$ cat src/rtl/dbg_frame_pkg.sv
// Shared types and helpers for the debug frame scheduler: FSM states, default header, byte XOR.
package dbg_frame_pkg;

   typedef enum logic [2:0] {
      ST_IDLE  = 3'd0,
      ST_HDR   = 3'd1,
      ST_DATA  = 3'd2,
      ST_CKSUM = 3'd3,
      ST_GAP   = 3'd4
   } state_t;

   localparam logic [7:0] DEF_HDR_BYTE = 8'hA5;
   localparam int         MAX_NBYTES   = 16;

   // Callers zero-extend narrower words; zero bytes do not change the XOR.
   function automatic logic [7:0] xor_reduce_bytes(input logic [MAX_NBYTES*8-1:0] d);
      logic [7:0] acc;
      acc = '0;
      for (int i = 0; i < MAX_NBYTES; i++) begin
         acc = acc ^ d[i*8 +: 8];
      end
      return acc;
   endfunction

endpackage

$ cat src/rtl/dbg_frame_sched_trig_sync.sv
// Two-flop synchronizer plus rising-edge detect for an asynchronous level input.
// Pulse is registered: one clk wide, three clk edges after the input rises.
module trig_sync (
   input  logic clk,
   input  logic rst_n,
   input  logic async_in,
   output logic pulse
);

   logic s1_q, s1_d;
   logic s2_q, s2_d;
   logic s3_q, s3_d;
   logic pulse_q, pulse_d;

   always_comb begin
      s1_d    = async_in;
      s2_d    = s1_q;
      s3_d    = s2_q;
      pulse_d = s2_q & ~s3_q;
   end

   always_ff @(posedge clk or negedge rst_n) begin
      if (!rst_n) begin
         s1_q    <= 1'b0;
         s2_q    <= 1'b0;
         s3_q    <= 1'b0;
         pulse_q <= 1'b0;
      end else begin
         s1_q    <= s1_d;
         s2_q    <= s2_d;
         s3_q    <= s3_d;
         pulse_q <= pulse_d;
      end
   end

   assign pulse = pulse_q;

endmodule

$ cat src/rtl/dbg_frame_sched.sv
// Frames a captured debug word (header, data MSB-first, optional XOR checksum when
// DBG_FRAME_CKSUM_EN is defined) onto a valid/ready byte stream; 4 clk edges trig->tx_valid.
// Back-pressure: tx_data/tx_valid hold while tx_ready=0; one trigger queued, further ones counted as drops.
module dbg_frame_sched
   import dbg_frame_pkg::*;
#(
   parameter int          NBYTES     = 8,
   parameter logic [7:0]  HDR_BYTE   = DEF_HDR_BYTE,
   parameter int          GAP_CYCLES = 16
) (
   input  logic                clk,
   input  logic                rst_n,
   input  logic                trig,
   input  logic [NBYTES*8-1:0] snap_data,
   output logic [7:0]          tx_data,
   output logic                tx_valid,
   input  logic                tx_ready,
   output logic                busy,
   output logic [7:0]          drop_cnt
);

   localparam int IDX_W = (NBYTES > 1) ? $clog2(NBYTES) : 1;
   localparam int GAP_W = (GAP_CYCLES > 1) ? $clog2(GAP_CYCLES) : 1;
   localparam logic [IDX_W-1:0] IDX_TOP  = IDX_W'(NBYTES - 1);
   localparam logic [GAP_W-1:0] GAP_LAST = GAP_W'((GAP_CYCLES > 0) ? GAP_CYCLES - 1 : 0);
   localparam state_t POST_FRAME = (GAP_CYCLES == 0) ? ST_IDLE : ST_GAP;

`ifdef DBG_FRAME_CKSUM_EN
   localparam state_t AFTER_DATA = ST_CKSUM;
   logic [7:0] cksum_q, cksum_d;
`else
   localparam state_t AFTER_DATA = POST_FRAME;
`endif

   state_t              state_q, state_d;
   logic [IDX_W-1:0]    idx_q, idx_d;
   logic [GAP_W-1:0]    gap_q, gap_d;
   logic                pending_q, pending_d;
   logic [7:0]          drop_q, drop_d;
   logic [NBYTES*8-1:0] shadow_q, shadow_d;
   logic                trig_pulse;
   logic                xfer;

   trig_sync u_trig_sync (
      .clk      (clk),
      .rst_n    (rst_n),
      .async_in (trig),
      .pulse    (trig_pulse)
   );

   always_comb begin
      state_d   = state_q;
      idx_d     = idx_q;
      gap_d     = gap_q;
      pending_d = pending_q;
      drop_d    = drop_q;
      shadow_d  = shadow_q;
`ifdef DBG_FRAME_CKSUM_EN
      cksum_d   = cksum_q;
`endif
      tx_valid  = 1'b0;
      tx_data   = 8'h00;

      case (state_q)
         ST_HDR: begin
            tx_valid = 1'b1;
            tx_data  = HDR_BYTE;
         end
         ST_DATA: begin
            tx_valid = 1'b1;
            tx_data  = shadow_q[{idx_q, 3'b000} +: 8];
         end
`ifdef DBG_FRAME_CKSUM_EN
         ST_CKSUM: begin
            tx_valid = 1'b1;
            tx_data  = cksum_q;
         end
`endif
         default: ;
      endcase
      xfer = tx_valid & tx_ready;

      // A pending request is served first; a simultaneous new pulse re-arms pending.
      if (state_q == ST_IDLE) begin
         if (pending_q || trig_pulse) begin
            shadow_d  = snap_data;
`ifdef DBG_FRAME_CKSUM_EN
            cksum_d   = HDR_BYTE ^ xor_reduce_bytes((MAX_NBYTES*8)'(snap_data));
`endif
            pending_d = pending_q & trig_pulse;
            state_d   = ST_HDR;
         end
      end else if (trig_pulse) begin
         if (!pending_q) begin
            pending_d = 1'b1;
         end else if (drop_q != 8'hFF) begin
            drop_d = drop_q + 8'd1;
         end
      end

      case (state_q)
         ST_HDR: begin
            if (xfer) begin
               state_d = ST_DATA;
               idx_d   = IDX_TOP;
            end
         end
         ST_DATA: begin
            if (xfer) begin
               if (idx_q == '0) begin
                  state_d = AFTER_DATA;
                  gap_d   = '0;
               end else begin
                  idx_d = idx_q - 1'b1;
               end
            end
         end
`ifdef DBG_FRAME_CKSUM_EN
         ST_CKSUM: begin
            if (xfer) begin
               state_d = POST_FRAME;
               gap_d   = '0;
            end
         end
`endif
         ST_GAP: begin
            if (gap_q == GAP_LAST) begin
               state_d = ST_IDLE;
            end else begin
               gap_d = gap_q + 1'b1;
            end
         end
         default: ;
      endcase
   end

   always_ff @(posedge clk or negedge rst_n) begin
      if (!rst_n) begin
         state_q   <= ST_IDLE;
         idx_q     <= '0;
         gap_q     <= '0;
         pending_q <= 1'b0;
         drop_q    <= 8'h00;
         shadow_q  <= '0;
`ifdef DBG_FRAME_CKSUM_EN
         cksum_q   <= 8'h00;
`endif
      end else begin
         state_q   <= state_d;
         idx_q     <= idx_d;
         gap_q     <= gap_d;
         pending_q <= pending_d;
         drop_q    <= drop_d;
         shadow_q  <= shadow_d;
`ifdef DBG_FRAME_CKSUM_EN
         cksum_q   <= cksum_d;
`endif
      end
   end

   assign busy     = (state_q != ST_IDLE);
   assign drop_cnt = drop_q;

endmodule

$ cat config.mk
export PLATFORM = sky130hd
export DESIGN_NAME = dbg_frame_sched
export DESIGN_NICKNAME = d
export VERILOG_FILES = /design/src/rtl/dbg_frame_pkg.sv /design/src/rtl/dbg_frame_sched_trig_sync.sv /design/src/rtl/dbg_frame_sched.sv
export SDC_FILE = /design/constraint.sdc
export NUM_CORES = 1
export LEC_CHECK = 0
export CORE_ASPECT_RATIO = 1.1
export CORE_MARGIN = 2
export CORE_UTILIZATION = 55
export CTS_CLUSTER_SIZE = 8
export DETAILED_ROUTE_END_ITERATION = 8
export DONT_BUFFER_PORTS = 1
export GPL_TIMING_DRIVEN = 0
export PLACE_DENSITY = 0.67
export SLEW_MARGIN = 10
export SYNTH_ARGS = -nofsm -noshare
export SYNTH_HDL_FRONTEND = slang
export SYNTH_SLANG_ARGS = --single-unit
export TNS_END_PERCENT = 30
$ cat constraint.sdc
create_clock -name clk -period 2.15 [get_ports clk]
set_input_delay 0.43 -clock clk [delete_from_list [all_inputs] [get_ports clk]]
set_output_delay 0.43 -clock clk [all_outputs]
set_load 0.1 [all_outputs]
# Yosys cells after proc, flatten, opt, wreduce, memory -nomap -nowiden
# Cells that the tools add are included.
# totals
register_bits	87
input_bits	68
out_inout_bits	18
wordCells	63
# classes
addsub	3
eq_ne	11
shifts	1
mux	20
bitwise	5
reduce_logical	13
# op_table
operator	count
$shiftx A64 B7 Y8	1
$mux W3	9
$pmux W8 S2	1
$mux W4	3
$reduce_and A4 Y1	3
$ne A2 B2 Y1 const B	5
$pmux W3 S3	1
$add A8 B1 Y8 const B	1
$ne A8 B8 Y1 const B	1
$pmux W4 S2	1
$logic_not A3 Y1	2
$pmux W3 S2	1
$reduce_bool A2 Y1	3
$add A4 B1 Y4 const B	1
$eq A4 B4 Y1 const B	1
$mux W1	4
$reduce_and A2 Y1	2
$and A1 B1 Y1	3
$eq A3 B1 Y1 const B	1
$eq A3 B2 Y1 const B	1
$eq A3 B3 Y1 const B	1
$reduce_bool A3 Y1	1
$sub A3 B1 Y3 const B	1
$ne A2 B1 Y1 const B	1
3 further kinds	4

# Depth between registers and ports, before layout
# Gate-level depths: netlist of the first run.
# logic_depth
depth_word	6
mapped_depth	8
ltp_nobuf	6

# Modules after synthesis
# Synthesis of the first run repeated with hierarchy kept, for this count alone.
# unflattened
cells_unflattened	296
hier_area_um2	4299.1
# by_module_without_submodules
mod	instances	cells_each	area_each_um2	seq_area_each_um2
dbg_frame_sched	1	291	4185.3	2077.0
trig_sync	1	5	113.9	100.1

# Worst setup path before layout of the first run
# OpenSTA, ideal clock, no wires.
# synth_path
path_type	register to output
startpoint	register idx_q[1]
endpoint	output port tx_data[0]
t_arrival_ps	3178
required_ps	1720
setup_slack_ps	-1458
stages_incl_launch_ff	7
n_path_buf	2
path_cell_list	dfrtp_1 > clkbuf_1 > buf_2 > nor2_1 > a22oi_1 > nand2_1 > o21ai_0
# synth_via
elab_chain_cells	2
# synth_lines
item	line	rtl
from (decl)	dbg_frame_sched.sv:36	logic [IDX_W-1:0] idx_q, idx_d;
from (signal assigned)	dbg_frame_sched.sv:150	idx_q <= idx_d;
$shiftx A64 B7 Y8	dbg_frame_sched.sv:71	tx_data = shadow_q[{idx_q, 3'b000} +: 8];
$pmux W8 S2	dbg_frame_sched.sv:64	case (state_q)
to (decl)	dbg_frame_sched.sv:15	output logic [7:0] tx_data,
# No other way between the ends.

# Worst setup path after layout of the first run
# layout_path
startpoint	register idx_q[0]
endpoint	output port tx_data[3]
# The elaborated chain is that of the path after synthesis.

==> results.py, run 1 <==
metrics = {
    "run_status": {
        "outcome": "finished with violations",
        "failed_checks": "hold timing, setup timing",
    },
    "logic_synthesis": {
        "synth_xor_area_frac": 0.01233,
        "ys.flop_type": "sky130_fd_sc_hd__dfrtp_1",
        "syn-mean-instance-area_um2": 14.70,
        "yosys.area_share.adder": 0.01409,
        "yosys.cell_types.count": 42,
        "synth_compound_area_frac": 0.04139,
        "synthSimpleGateAreaFrac": 0.06927,
        "synth_top_family_by_area": "multiplexers",
        "syn_nets": 362,
        "synth_async_sr_flop_share": 1.000,
        "ys_ff_latch": 87,
        "synth-edff-count": 0,
        "ys_seq_area_frac": 0.5107,
        "synthesis.yosys.warnings": 0,
        "postSynthCellCount": 290,
        "muxShareOfSynthArea": 0.3100,
        "syn-cell-area_um2": 4263,
    },
    "sta": {
        "rsz0062_at_grt": "true",
        "setup_total_negative_slack_ns": -2.168,
        "max_slew_margin": 0.3601,
        "drv_slew": 0,
        "setup_ws_ns": -0.2970,
        "setup_viol_count_final": 8,
        "final.period_utilization": 1.138,
        "final_period_minus_worst_setup_slack_ns": 2.447,
        "final_hold_viol_count": 87,
        "tightest_pin_transition_ns": 0.9599,
        "max_clock_freq_mhz": 408.7,
        "worst_clock_skew_ns": 0.006929,
        "hold_slack_ns": -0.2356,
    },
    "flow_run": {
        "maxCapViolations": 0,
    },
    "drt": {
        "drtIter0Drc": 95,
        "drtPass1Iterations": 4,
        "via_count": 2348,
        "post_drt_via_cell_ratio": 5.713,
        "route.final.wire_length_um": 8485,
        "remaining_drc_errors": 0,
        "detail_route.wl_per_cell_um": 20.64,
        "antenna_violating_nets_post_route": 0,
    },
    "global_route": {
        "grt_first_pass_wirelength_um": 13360,
        "grt_overflow": 0,
        "grtUsageTotal": 0.2170,
        "first_global_vias": 2568,
        "grt_max_degree": 88,
        "grt_antenna_before_repair": 0,
    },
    "setup_path": {
        "crit-reg2reg-launch": "idx_q[1]",
        "timing.reg2reg.worst_path_depth": 7,
        "crit_fanout": 10,
        "critPathKind": "reg2out",
        "cp-start-kind": "register",
        "end_kind": "primary output",
        "launching_element_of_the_worst_setup_path": "idx_q[0]",
        "worst_ep_required_time_ns": 1.72,
        "setup.reg_to_reg.worst_slack_ns": 0.08,
        "setup.worst_path.end": "tx_data[3]",
        "r2r-end": "gap_q[0]",
        "arrival_ns": 2.02,
    },
    "floorplanning": {
        "die_area_um2": 8472,
        "floorplan.initialDensity": 0.5704,
        "core_um2": 7473,
        "die_height_um": 96.34,
        "die_w_um": 87.94,
        "num_io_pins": 86,
        "core.rowCount": 33,
    },
    "cts": {
        "cts_max_path_buffers": 2,
        "path_clk_slew_ns": 0.08,
        "clock_buffers_created_by_tritoncts": 9,
        "cts-htree-levels": 3,
        "clk_latency_ns": 0.35,
        "clock_tree_from_tritoncts": "yes",
        "sinks_on_the_clock_net": 87,
        "root_buffer": "sky130_fd_sc_hd__clkbuf_8",
    },
    "power": {
        "p_leak_uw": 0.002039,
        "worst_ir_drop_vdd_mv": 1.155,
        "power-per-cell-area_nw_per_um2": 1901,
    },
    "cells_and_area": {
        "end_of_flow_core_utilization": 0.6431,
        "mostFrequentLayoutCell": "sky130_fd_sc_hd__dfrtp_1",
        "multi_input_area_um2": 2039,
        "drive_gt1_frac": 0.4608,
        "finish.cell_count_without_fillers": 411,
        "fillerInstances": 544,
        "layout.area.seq_um2": 2188,
        "antennaDiodeCount": 0,
        "layout.cells.most_common_list": "sky130_fd_sc_hd__dfrtp_1 (78), sky130_fd_sc_hd__mux2_4 (49), sky130_fd_sc_hd__mux2_2 (20), sky130_fd_sc_hd__nand2_1 (14), sky130_fd_sc_hd__mux4_2 (12)",
        "final_net_count": 374,
        "synthToLayoutAreaGrowth_pct": 12.74,
        "layout.cell_area.non_filler_um2": 4806,
    },
    "placed_design": {
        "dpl.hpwl_um": 5805,
        "place_worst_setup_slack_ns": -0.6355,
        "place_area_um2": 4428,
        "post-place-cells": 395,
        "gp_routability_congestion": 0.7761,
        "placement.io_buffers": 0,
    },
    "hold_path": {
        "timing.hold.worst.class": "in2async",
    },
}
## report_power, final
group	leakage (uW)	internal, uW	switching (uW)	total, uW
clock network	0.000113	765	536	1300
logic	0.000902	2070	2500	4570
registers	0.00102	2410	849	3260
## stage by stage
stage | hold slack [ns] | total power (uW)
detailed placement | 0.1381 | 7463
finish | -0.2356 | 9135
global placement | 0.1378 | 7373
global route | -0.2674 | 9614
floorplan | 0.1344 | 6830
CTS | -0.2519 | 9102
## per-layer routing
metal	global-route usage	wire, um
met4	0.06154	70
met3	0.07804	596
met1	0.2740	3547
met2	0.3542	4271
met5	0	0
## area by class of cell
| cell class | instances | area share |
|---|---|---|
| plain buffers | 12 | 0.03801 |
| clock buffers | 11 | 0.02734 |
| clock inverters | 4 | 0.01979 |
| inverters | 4 | 0.003124 |
| multi-input cells | 185 | 0.4244 |
| flip-flops and latches | 87 | 0.4554 |
| well taps | 105 | 0.02734 |
| repair buffers | 3 | 0.004686 |
## worst min-delay path by stage
stage           from           end  cells after the start
6_report       rst_n  shadow_q[40]                      0
5_1_grt        rst_n  shadow_q[40]                      0
4_1_cts        rst_n   drop_cnt[1]                      0
3_5_place_dp   rst_n  shadow_q[32]                      0
3_3_place_gp   rst_n  shadow_q[40]                      0
2_1_floorplan  rst_n   drop_cnt[0]                      0
## logic make-up (layout without fill, tap and decap cells)
| group | Yosys count | in the layout |
|---|---|---|
| fa+ha+maj | 5 | 5 |
| buf+inv | 18 | 34 |
| compound gates | 26 | 26 |
| mux | 90 | 90 |
| flops | 87 | 87 |
| simple gates | 58 | 58 |
| xor+xnor | 6 | 6 |
## flip-flops by register name, summed over array words and instances (netlist names)
register	count
shadow_q	64
drop_cnt	8
gap_q	4
idx_q	3
state_q	3
pending_q	1
u_trig_sync.pulse	1
u_trig_sync.s1_q	1
u_trig_sync.s2_q	1
u_trig_sync.s3_q	1
## worst max-delay path: stages, from the launching register on
cell	delay (ns)
sky130_fd_sc_hd__dfrtp_2	0.45
sky130_fd_sc_hd__buf_12	0.16
sky130_fd_sc_hd__mux4_2	0.36
sky130_fd_sc_hd__nand2_2	0.08
sky130_fd_sc_hd__a21oi_4	0.62
## Yosys cell counts, types with 2 or more instances
cell                        count  share of area
sky130_fd_sc_hd__clkbuf_1       2         0.0018
sky130_fd_sc_hd__o2111ai_1      2         0.0041
sky130_fd_sc_hd__a22oi_1        4         0.0070
sky130_fd_sc_hd__xnor2_1        6          0.012
sky130_fd_sc_hd__or3b_2         2         0.0041
sky130_fd_sc_hd__ha_1           4          0.012
sky130_fd_sc_hd__o21ai_0        6         0.0070
sky130_fd_sc_hd__dfrtp_1       87           0.51
sky130_fd_sc_hd__a21oi_1        5         0.0059
sky130_fd_sc_hd__nand2_1       20          0.018
sky130_fd_sc_hd__nand2b_1       2         0.0029
sky130_fd_sc_hd__nor2b_1        3         0.0044
sky130_fd_sc_hd__mux2_4        49           0.17
sky130_fd_sc_hd__buf_12         6          0.028
sky130_fd_sc_hd__buf_2          3         0.0035
sky130_fd_sc_hd__mux2i_1        9          0.021
sky130_fd_sc_hd__and2_1         2         0.0029
sky130_fd_sc_hd__o22ai_1        2         0.0029
sky130_fd_sc_hd__nor2_1        13          0.011
sky130_fd_sc_hd__mux4_2        12          0.063
sky130_fd_sc_hd__inv_1          4         0.0035
sky130_fd_sc_hd__a22o_1         2         0.0041
sky130_fd_sc_hd__nand3_1        7         0.0082
sky130_fd_sc_hd__mux2_2        20          0.053
## repair_timing
item                       CTS  global route
setup endpoints to repair   13            12
resized for setup           28            10
setup buffers                3             0
hold endpoints to repair    87            87
pin swaps                    5             6
Note: power is estimated with default switching activity, not from simulation.
==> run 2: changes to the inputs <==
- PLACE_DENSITY: 0.67 -> 0.7
- TNS_END_PERCENT: 30 -> unset
- clock period: 2.15 -> 2.2 ns (I/O delays scaled with it)
==> run 2 against run 1 <==
Compared with the run above: the run still ends with hold timing, setup timing left; power fell by 4.6%; via count rose by 0.98%; register-to-register slack got worse by 0.09 ns; die area did not move; worst hold slack improved by 0.0074 ns; wire length fell by 2.2%.
==> results.py, run 2 (same netlist as run 1, synthesis figures left out) <==
metrics = {
    "setup_path": {
        "timing.critical_path.cells": "buf_12, mux4_2, nand2_2, a21oi_4",
        "critical_path_depth": 4,
        "cp-start-kind": "register",
        "crit_fanout": 10,
        "critPathSlowestCell": "sky130_fd_sc_hd__a21oi_4",
        "worst-path-buf-inv": 1,
        "critPathTopFamily": "compound AO/OA/AOI/OAI gates",
        "timing.reg2reg.worst_path_depth": 8,
        "critPathKind": "reg2out",
        "end_kind": "primary output",
        "arrival_ns": 2.02,
        "worst_ep_required_time_ns": 1.76,
        "crit_path_max_incr_delay_ns": 0.61,
    },
    "sta": {
        "worst_clock_skew_ns": 0.009771,
        "max_slew_margin": 0.3583,
        "drv_slew": 0,
        "setup_ws_ns": -0.2587,
        "hold_slack_ns": -0.2282,
        "final_hold_viol_count": 87,
        "max_clock_freq_mhz": 406.7,
        "final.period_utilization": 1.118,
        "setup_viol_count_final": 9,
        "tightest_pin_transition_ns": 0.9626,
        "final_period_minus_worst_setup_slack_ns": 2.459,
        "rsz0062_at_grt": "true",
    },
    "drt": {
        "via_count": 2371,
        "post_drt_via_cell_ratio": 5.755,
        "drtIter0Drc": 104,
        "antenna_violating_nets_post_route": 0,
        "drtPass1Iterations": 4,
        "remaining_drc_errors": 0,
        "route.final.wire_length_um": 8295,
        "detail_route.wl_per_cell_um": 20.13,
    },
    "run_status": {
        "failed_checks": "hold timing, setup timing",
        "outcome": "finished with violations",
    },
    "floorplanning": {
        "core.rowCount": 33,
        "die_height_um": 96.34,
        "die_area_um2": 8472,
        "die_w_um": 87.94,
        "num_io_pins": 86,
        "core_um2": 7473,
        "floorplan.initialDensity": 0.5704,
    },
    "hold_path": {
        "timing.hold.worst.class": "in2async",
    },
    "placed_design": {
        "post-place-cells": 395,
        "placement.io_buffers": 0,
        "gp_routability_congestion": 0.8089,
        "dpl.hpwl_um": 5767,
    },
    "global_route": {
        "first_global_vias": 2564,
        "grt_max_degree": 88,
        "grt_overflow": 0,
        "grtUsageTotal": 0.2154,
        "grt_first_pass_wirelength_um": 13360,
        "grt_antenna_before_repair": 0,
    },
    "cts": {
        "clock_buffers_created_by_tritoncts": 9,
        "clock_tree_from_tritoncts": "yes",
        "path_clk_slew_ns": 0.08,
        "root_buffer": "sky130_fd_sc_hd__clkbuf_8",
        "cts_max_path_buffers": 2,
        "cts-htree-levels": 3,
        "clk_latency_ns": 0.35,
        "sinks_on_the_clock_net": 87,
    },
    "cells_and_area": {
        "finish.cell_count_without_fillers": 412,
        "fillerInstances": 555,
        "layout.cells.most_common_list": "sky130_fd_sc_hd__dfrtp_1 (79), sky130_fd_sc_hd__mux2_4 (49), sky130_fd_sc_hd__mux2_2 (20), sky130_fd_sc_hd__mux4_2 (12), sky130_fd_sc_hd__nand2_1 (11)",
        "mostFrequentLayoutCell": "sky130_fd_sc_hd__dfrtp_1",
        "synthToLayoutAreaGrowth_pct": 12.12,
        "antennaDiodeCount": 0,
        "final_net_count": 376,
        "drive_gt1_frac": 0.4788,
        "max_flop_register": "shadow_q",
        "largest_reg_flops": 64,
    },
    "power": {
        "power-per-cell-area_nw_per_um2": 1823,
        "worst_ir_drop_vdd_mv": 1.104,
        "p_leak_uw": 0.002027,
    },
    "flow_run": {
        "maxCapViolations": 0,
    },
}
## run 2: metrics by stage
step / worst slack [ns] / utilization / power, uW / cell area, um^2 / TNS (ns)
5_1_grt: -0.2944 / 0.6395 / 9172 / 4780 / -2.294
2_1_floorplan: -0.2053 / - / 6704 / 4307 / -0.9906
3_5_place_dp: -0.6024 / 0.5938 / 7317 / 4438 / -4.189
6_report: -0.2587 / 0.6395 / 8713 / 4780 / -1.825
4_1_cts: -0.2730 / 0.6364 / 8740 / 4756 / -1.965
3_3_place_gp: -0.6136 / 0.5938 / 7229 / 4438 / -4.146
## run 2: report_power, final
| group | switching, uW | internal (uW) |
|---|---|---|
| registers | 830 | 2350 |
| clock network | 530 | 511 |
| logic | 2440 | 2050 |
## run 2: path summary, 6_finish.rpt
path / startpoint / to / slack, ns
worst max-delay path: idx_q[0] / tx_data[6] / -0.26
worst min-delay path: rst_n / shadow_q[32] / -0.23
worst max register to register: idx_q[0] / gap_q[0] / -0.01
worst min register to register: u_trig_sync.s1_q / u_trig_sync.s2_q / 0.35
max in group asynchronous: rst_n / drop_cnt[5] / 2.26
min in group clk: trig / u_trig_sync.s1_q / 0.12
## run 2: area by class of cell
| type | count | area, um^2 | area share |
|---|---|---|---|
| buffer | 12 | 188.9 | 0.03953 |
| clock buffer | 10 | 127.6 | 0.02670 |
| clock inverter | 4 | 48.80 | 0.01021 |
| inverter | 4 | 15.01 | 0.003141 |
| multi-input combinational | 185 | 2043 | 0.4275 |
| sequential | 87 | 2187 | 0.4576 |
| tap | 105 | 131.4 | 0.02749 |
| timing repair buffer | 5 | 37.54 | 0.007853 |
## run 2: per-layer routing
layer  up-vias  routed length, um  global-route usage
met5         -                  0                   0
met4         0                137             0.08462
met3        11                480             0.04889
met2        62               4199              0.3479
met1      1220               3478              0.2835
li1       1078                  -                   -
## run 2: timing repair
| item | CTS | global route |
|---|---|---|
| setup buffers | 4 | 1 |
| pin swaps | 10 | 4 |
| gates resized for setup | 33 | 8 |
| endpoints found under the setup margin | 14 | 12 |
| endpoints found under the hold margin | 87 | 87 |
| cloned | 0 | 0 |
## run 2: worst register-to-register path, stage by stage, from the launching register on
cell and delay (ns):
sky130_fd_sc_hd__dfrtp_2 0.45, sky130_fd_sc_hd__buf_8 0.16, sky130_fd_sc_hd__buf_4 0.15, sky130_fd_sc_hd__inv_1 0.12, sky130_fd_sc_hd__ha_2 0.22, sky130_fd_sc_hd__or4bb_1 0.46, sky130_fd_sc_hd__nor2_2 0.18, sky130_fd_sc_hd__nor2_1 0.08
sky130_fd_sc_hd__mux2_2 0.26
